$ cat config.mk
export PLATFORM = sky130hd
export DESIGN_NAME = usb_ep_buf_reader
export DESIGN_NICKNAME = d
export VERILOG_FILES = /design/src/rtl/usb_pkg.sv /design/src/rtl/usb_ep_buf_reader_fifo.sv /design/src/rtl/usb_ep_buf_reader.sv
export SDC_FILE = /design/constraint.sdc
export NUM_CORES = 1
export LEC_CHECK = 0
export BUFFER_PORTS_ARGS = -buffer_cell sky130_fd_sc_hd__clkbuf_2
export CAP_MARGIN = 20
export CELL_PAD_IN_SITES_DETAIL_PLACEMENT = 0
export CELL_PAD_IN_SITES_GLOBAL_PLACEMENT = 1
export CORE_MARGIN = 5
export CORE_UTILIZATION = 47
export CTS_BUF_LIST = sky130_fd_sc_hd__clkbuf_8 sky130_fd_sc_hd__clkbuf_16
export DETAILED_ROUTE_END_ITERATION = 16
export PLACE_DENSITY_LB_ADDON = 0.12
export SYNTH_ARGS = -nofsm -noshare
export SYNTH_HDL_FRONTEND = slang
export SYNTH_HIERARCHICAL = 1
export SYNTH_SLANG_ARGS = --single-unit
$ cat constraint.sdc
create_clock -name clk -period 4.36 [get_ports clk]
set_input_delay 0.218 -clock clk [delete_from_list [all_inputs] [get_ports clk]]
set_output_delay 0.218 -clock clk [all_outputs]
set_load 0.03 [all_outputs]
$ cat src/rtl/usb_pkg.sv
// Shared definitions for the USB endpoint buffer reader.
//   FifoDepth  - entries in the read-data FIFO
//   FifoLvlW   - width of the FIFO level count (0..FifoDepth)
//   rd_state_e - reader FSM encoding
//   ptr_inc    - modulo-FifoDepth pointer increment
package usb_pkg;

  localparam int unsigned FifoDepth = 3;
  localparam int unsigned FifoLvlW  = 2;

  typedef enum logic [1:0] {
    StIdle  = 2'd0,
    StFetch = 2'd1,
    StFlush = 2'd2
  } rd_state_e;

  function automatic logic [1:0] ptr_inc(input logic [1:0] p);
    return (p == 2'(FifoDepth - 1)) ? 2'd0 : p + 2'd1;
  endfunction

endpackage

$ cat src/rtl/usb_ep_buf_reader_fifo.sv
// Small FIFO holding returned buffer bytes tagged with a last flag.
//   clk, rst  - clock, asynchronous active-high reset
//   flush_i   - drop all contents (wins over a same-cycle write)
//   wr_en_i   - push wr_data_i ({last, data})
//   rd_en_i   - pop the head entry
//   rd_data_o - head entry
//   level_o   - number of valid entries
//   empty_o   - no valid entries
module usb_ep_buf_reader_fifo
  import usb_pkg::*;
(
  input  logic                clk,
  input  logic                rst,
  input  logic                flush_i,
  input  logic                wr_en_i,
  input  logic [8:0]          wr_data_i,
  input  logic                rd_en_i,
  output logic [8:0]          rd_data_o,
  output logic [FifoLvlW-1:0] level_o,
  output logic                empty_o
);

  logic [8:0]          mem_q [FifoDepth];
  logic [8:0]          mem_d [FifoDepth];
  logic [1:0]          wr_ptr_q, wr_ptr_d;
  logic [1:0]          rd_ptr_q, rd_ptr_d;
  logic [FifoLvlW-1:0] level_q, level_d;
  logic                do_wr, do_rd;

  assign do_wr = wr_en_i && (level_q != FifoLvlW'(FifoDepth));
  assign do_rd = rd_en_i && (level_q != '0);

  always_comb begin
    mem_d    = mem_q;
    wr_ptr_d = wr_ptr_q;
    rd_ptr_d = rd_ptr_q;
    level_d  = level_q;
    if (flush_i) begin
      wr_ptr_d = '0;
      rd_ptr_d = '0;
      level_d  = '0;
    end else begin
      if (do_wr) begin
        mem_d[wr_ptr_q] = wr_data_i;
        wr_ptr_d        = ptr_inc(wr_ptr_q);
      end
      if (do_rd) begin
        rd_ptr_d = ptr_inc(rd_ptr_q);
      end
      unique case ({do_wr, do_rd})
        2'b10:   level_d = level_q + FifoLvlW'(1);
        2'b01:   level_d = level_q - FifoLvlW'(1);
        default: level_d = level_q;
      endcase
    end
  end

  always_ff @(posedge clk or posedge rst) begin
    if (rst) begin
      for (int i = 0; i < FifoDepth; i++) mem_q[i] <= '0;
      wr_ptr_q <= '0;
      rd_ptr_q <= '0;
      level_q  <= '0;
    end else begin
      mem_q    <= mem_d;
      wr_ptr_q <= wr_ptr_d;
      rd_ptr_q <= rd_ptr_d;
      level_q  <= level_d;
    end
  end

  assign rd_data_o = mem_q[rd_ptr_q];
  assign level_o   = level_q;
  assign empty_o   = (level_q == '0);

endmodule

$ cat src/rtl/usb_ep_buf_reader.sv
// Reads a byte range out of the endpoint buffer and streams it to the transmitter.
//   clk, rst                      - clock, asynchronous active-high reset
//   start/start_addr/start_len    - begin a transfer (ignored while busy or with abort)
//   abort                         - cancel the transfer in progress, no done pulse
//   busy, done                    - transfer active / one-cycle normal completion pulse
//   buf_rd_addr_0, buf_rd_en_0    - buffer read request
//   buf_rd_data_1                 - buffer data, one cycle after the request
//   out_data/out_valid/out_last/out_ready - byte stream with handshake
module usb_ep_buf_reader
  import usb_pkg::*;
#(
  parameter int unsigned AWIDTH = 11,
  parameter int unsigned LWIDTH = 11
) (
  input  logic              clk,
  input  logic              rst,
  input  logic              start,
  input  logic [AWIDTH-1:0] start_addr,
  input  logic [LWIDTH-1:0] start_len,
  input  logic              abort,
  output logic              busy,
  output logic              done,
  output logic [AWIDTH-1:0] buf_rd_addr_0,
  output logic              buf_rd_en_0,
  input  logic [7:0]        buf_rd_data_1,
  output logic [7:0]        out_data,
  output logic              out_valid,
  output logic              out_last,
  input  logic              out_ready
);

  rd_state_e           state_q, state_d;
  logic [AWIDTH-1:0]   addr_q, addr_d;
  logic [LWIDTH-1:0]   remain_q, remain_d;
  logic                inflight_q, inflight_d;
  logic                infl_last_q, infl_last_d;
  logic                done_q, done_d;

  logic                fifo_wr, fifo_rd, fifo_empty;
  logic [8:0]          fifo_rdata;
  logic [FifoLvlW-1:0] fifo_level;
  logic                rd_room;

  // Counting in-flight reads against FIFO space keeps the FIFO from overflowing
  // even when the stream stalls.
  assign rd_room     = ((3'(fifo_level) + 3'(inflight_q)) <= 3'd2);
  assign buf_rd_en_0 = (state_q == StFetch) && (remain_q != '0) && rd_room;
  assign buf_rd_addr_0 = addr_q;

  assign out_valid = !fifo_empty;
  assign out_data  = out_valid ? fifo_rdata[7:0] : 8'h00;
  assign out_last  = out_valid && fifo_rdata[8];
  assign fifo_rd   = out_valid && out_ready;
  // Data for a read issued before an abort is dropped on arrival.
  assign fifo_wr   = inflight_q && !abort;

  assign busy = (state_q != StIdle);
  assign done = done_q;

  always_comb begin
    state_d     = state_q;
    addr_d      = addr_q;
    remain_d    = remain_q;
    done_d      = 1'b0;
    inflight_d  = buf_rd_en_0 && !abort;
    infl_last_d = buf_rd_en_0 && (remain_q == LWIDTH'(1));
    if (abort) begin
      state_d = StIdle;
    end else begin
      unique case (state_q)
        StIdle: begin
          if (start) begin
            if (start_len == '0) begin
              done_d = 1'b1;
            end else begin
              state_d  = StFetch;
              addr_d   = start_addr;
              remain_d = start_len;
            end
          end
        end
        StFetch: begin
          if (buf_rd_en_0) begin
            addr_d   = addr_q + AWIDTH'(1);
            remain_d = remain_q - LWIDTH'(1);
            if (remain_q == LWIDTH'(1)) state_d = StFlush;
          end
        end
        StFlush: begin
          if (fifo_rd && out_last) begin
            state_d = StIdle;
            done_d  = 1'b1;
          end
        end
        default: state_d = StIdle;
      endcase
    end
  end

  always_ff @(posedge clk or posedge rst) begin
    if (rst) begin
      state_q     <= StIdle;
      addr_q      <= '0;
      remain_q    <= '0;
      inflight_q  <= 1'b0;
      infl_last_q <= 1'b0;
      done_q      <= 1'b0;
    end else begin
      state_q     <= state_d;
      addr_q      <= addr_d;
      remain_q    <= remain_d;
      inflight_q  <= inflight_d;
      infl_last_q <= infl_last_d;
      done_q      <= done_d;
    end
  end

  usb_ep_buf_reader_fifo u_fifo (
    .clk       (clk),
    .rst       (rst),
    .flush_i   (abort),
    .wr_en_i   (fifo_wr),
    .wr_data_i ({infl_last_q, buf_rd_data_1}),
    .rd_en_i   (fifo_rd),
    .rd_data_o (fifo_rdata),
    .level_o   (fifo_level),
    .empty_o   (fifo_empty)
  );

endmodule
==> metrics.md <==
| Metric | Value |
|---|---|
| Crit Path Max Fanout | `24` |
| Port bufs | `58` |
| Gr ovfl total | `0` |
| Post-synth EDFFs | `0` |
| Register bit count reported by yosys | `60` |
| Area contributors post-synth | `dfrtp_1 (42%), mux2_2 (8.0%), nand2_1 (4.6%), a21oi_4 (4.1%), a31oi_1 (3.5%)` |
| Critical path required time | `4.56 ns` |
| Cts repair resizes | `0` |
| CORE AREA | `7290 um^2` |
| Die X | `96.7 um` |
| Fmax | `388 MHz` |
| Cell variety after synth | `53` |
| FP Rows | `31` |
| Setup-failing EPs final | `0` |
| # DRC | `0` |
| Vias in the first global route | `2,880` |
| Setup Skew | `0.00787 ns` |
| Tightest Pin Transition | `0.772 ns` |
| Critical Path AT | `2.78 ns` |
| Top cell type's share of synthesized area | `42.5%` |
| Initial DRC Count | `83` |
| CTS tree | `yes` |
| Area grow syn2layout | `17.3%` |
| Commonest non-fill, non-tap cells in the layout | `dfrtp_1 (60), clkbuf_2 (58), nand2_1 (43)` |
| Net count after synthesis | `395` |
| Slew margin rel. | `48.4%` |
| Hold/Removal Path Class | `in -> reg` |
| CP max-delay cell | `dfrtp_1` |
| Die area | `9350 um^2` |
| Ys flop type | `dfrtp_1` |
| Worst hold slack | `0.113 ns` |
| Via count | `2,801` |
| Final count of hold timing violations | `0` |
| Seq/Total Area, Yosys | `42.5%` |
| CP endpoint kind | `flip-flop` |
| Worst VDD drop | `0.199 mV` |
| Ports | `59` |
| Die height | `96.7 um` |
| WL/cell | `15.7 um` |
| Slew Limit Fails | `0` |
| Mapped Cells | `353` |
| Dpl hpwl | `5.55 mm` |
| Most common cell after layout, fill and taps aside | `dfrtp_1` |
| GPL Wtd Cong | `0.770` |
| Num Clock Sinks | `60` |
| Largest net degree at the start of global routing | `55` |
| Status | `complete, no violations` |
| Lkg Pwr | `1.89 nW` |
| Mapped Area | `3530 um^2` |
| Post-synth top area cell | `dfrtp_1` |
| Setup TNS | `0 ns` |
| Htree depth | `3` |
| Startpoint types | `flip-flop` |
| Nets | `450` |
| Pwr/cell area | `459 nW/um^2` |
| Critical-path cell list | `ha_1 > inv_1 > ha_1 > nor3b_1 > o21ai_2 > o21ai_2 > buf_4 > and2_4 > a31oi_1` |
| Clock Latency Late Sink | `0.34 ns` |
| Critical path type | `reg -> reg` |
| Antenna Nets Post-Route | `0` |
| 1st-pass router iterations | `4` |
| Clock-pin slew on the worst setup and hold paths | `0.07 ns` |
| Antenna violations before repair | `0` |
| Initial core utilization | `48.5%` |
| Layout cells sized above 1 | `32.0%` |
| Total wire length | `8.02 mm` |
| Max_cap viols | `0` |
| RSZ-0062 raised after global routing | `false` |
| Ys Warns | `6` |
| Fin crit period | `2.58 ns` |
| Worst-case clock buffer depth | `2` |
| Antenna diodes | `0` |
| Syn Area/Cell | `10.0 um^2` |
| Root Buffer | `clkbuf_8` |
| Number of vias per cell | `5.47` |
| CP max stage delay | `0.51 ns` |
| Total track usage | `17.9%` |
| CTS Buf Count | `9` |
| First-pass GRT wire length | `14.0 mm` |
| Final period util | `59.2%` |
| Post-synthesis async set-or-reset flop share | `100%` |
| Reg-to-reg slack, setup | `1.78 ns` |
critical path, delay by kind of cell (launching register included):
kind | cells | cell delay, ns
and+or+nand+nor | 2 | 0.69
DFF | 1 | 0.51
adders and majority gates | 2 | 0.49
AOI/OAI and AO/OA | 3 | 0.41
buffers and inverters | 2 | 0.34
power by group:
group	total (W)	internal, W	switching [W]
clock network	0.000585	0.000367	0.000218
registers	0.000766	0.000657	0.000108
logic	0.000551	0.000218	0.000333
total	0.00190	0.00124	0.000660
cell usage after synthesis (all sizes together) (3+ instances only):
cell / instances
a31oi: 20
nor3: 7
clkbuf: 12
buf: 8
o21bai: 3
inv: 13
a21oi: 22
and2: 3
dfrtp: 60
nor4: 4
nor2b: 16
nor2: 16
o21ai: 28
nand2b: 3
ha: 7
mux2: 27
nand2: 43
nand3: 11
nand4: 3
mux2i: 12
o22ai: 8
routing by layer:
layer | GRT usage (%) | share of wire (%) | up-vias
li1 | - | - | 1385
met4 | 7.56 | 1.7 | 0
met2 | 28.7 | 47 | 70
met5 | 0 | 0 | -
met3 | 3.74 | 4.2 | 13
met1 | 23.5 | 47 | 1333
area by class of cell:
class / count / area, um^2
tap: 99 / 124
timing repair buffer: 64 / 358
multi-input combinational: 260 / 1880
clock inverter: 4 / 70.1
inverter: 13 / 48.8
sequential: 60 / 1500
clock buffer: 12 / 165
fill: 680 / 3150
through the flow:
| stage | instance area (um^2) | cells | worst slack [ns] | power [W] | utilization [%] |
|---|---|---|---|---|---|
| after floorplan | 3530 | 353 | 2.28 | 0.00118 | - |
| after global placement | 3870 | 494 | 1.90 | 0.00132 | 53.1 |
| after detailed placement | 3900 | 495 | 1.80 | 0.00133 | 53.5 |
| after CTS | 4150 | 512 | 1.78 | 0.00192 | 56.8 |
| after global routing | 4150 | 512 | 1.56 | 0.00202 | 56.8 |
| final | 4150 | 512 | 1.78 | 0.00190 | 56.8 |
flip-flops by register name (all words and copies together), names as in the netlist:
register and flops:
buf_rd_addr_0 11, done 1, infl_last_q 1, inflight_q 1, remain_q 11, state_q 2, u_fifo/level_o 2, u_fifo/mem_q 27
u_fifo/rd_ptr_q 2, u_fifo/wr_ptr_q 2
cell families after synthesis:
kind of cell,count (synthesis),synth area share [%]
flops,60,42.5
buf+inv,33,4.60
mux,39,12.2
fa+ha+maj,7,2.48
compound gates,95,19.4
simple gates,119,18.9
final timing paths:
kind                                                from                            to  cells past startpoint
max                        u_fifo/level_o[0]$_DFFE_PP0P_  buf_rd_addr_0[1]$_DFFE_PP0P_                      9
min                                        start_addr[1]  buf_rd_addr_0[1]$_DFFE_PP0P_                      3
max reg2reg                u_fifo/level_o[0]$_DFFE_PP0P_  buf_rd_addr_0[1]$_DFFE_PP0P_                      9
min reg2reg                 u_fifo/mem_q[21]$_DFFE_PP0P_  u_fifo/mem_q[21]$_DFFE_PP0P_                      1
max in group asynchronous                            rst  u_fifo/mem_q[20]$_DFFE_PP0P_                      4
min in group asynchronous                            rst  buf_rd_addr_0[8]$_DFFE_PP0P_                      3
repair_timing:
action	CTS	global route
buffers inserted	0	0
endpoints found under the hold margin	38	0
hold buffers	1	0
No activity file was read; power rests on OpenSTA's default activity.
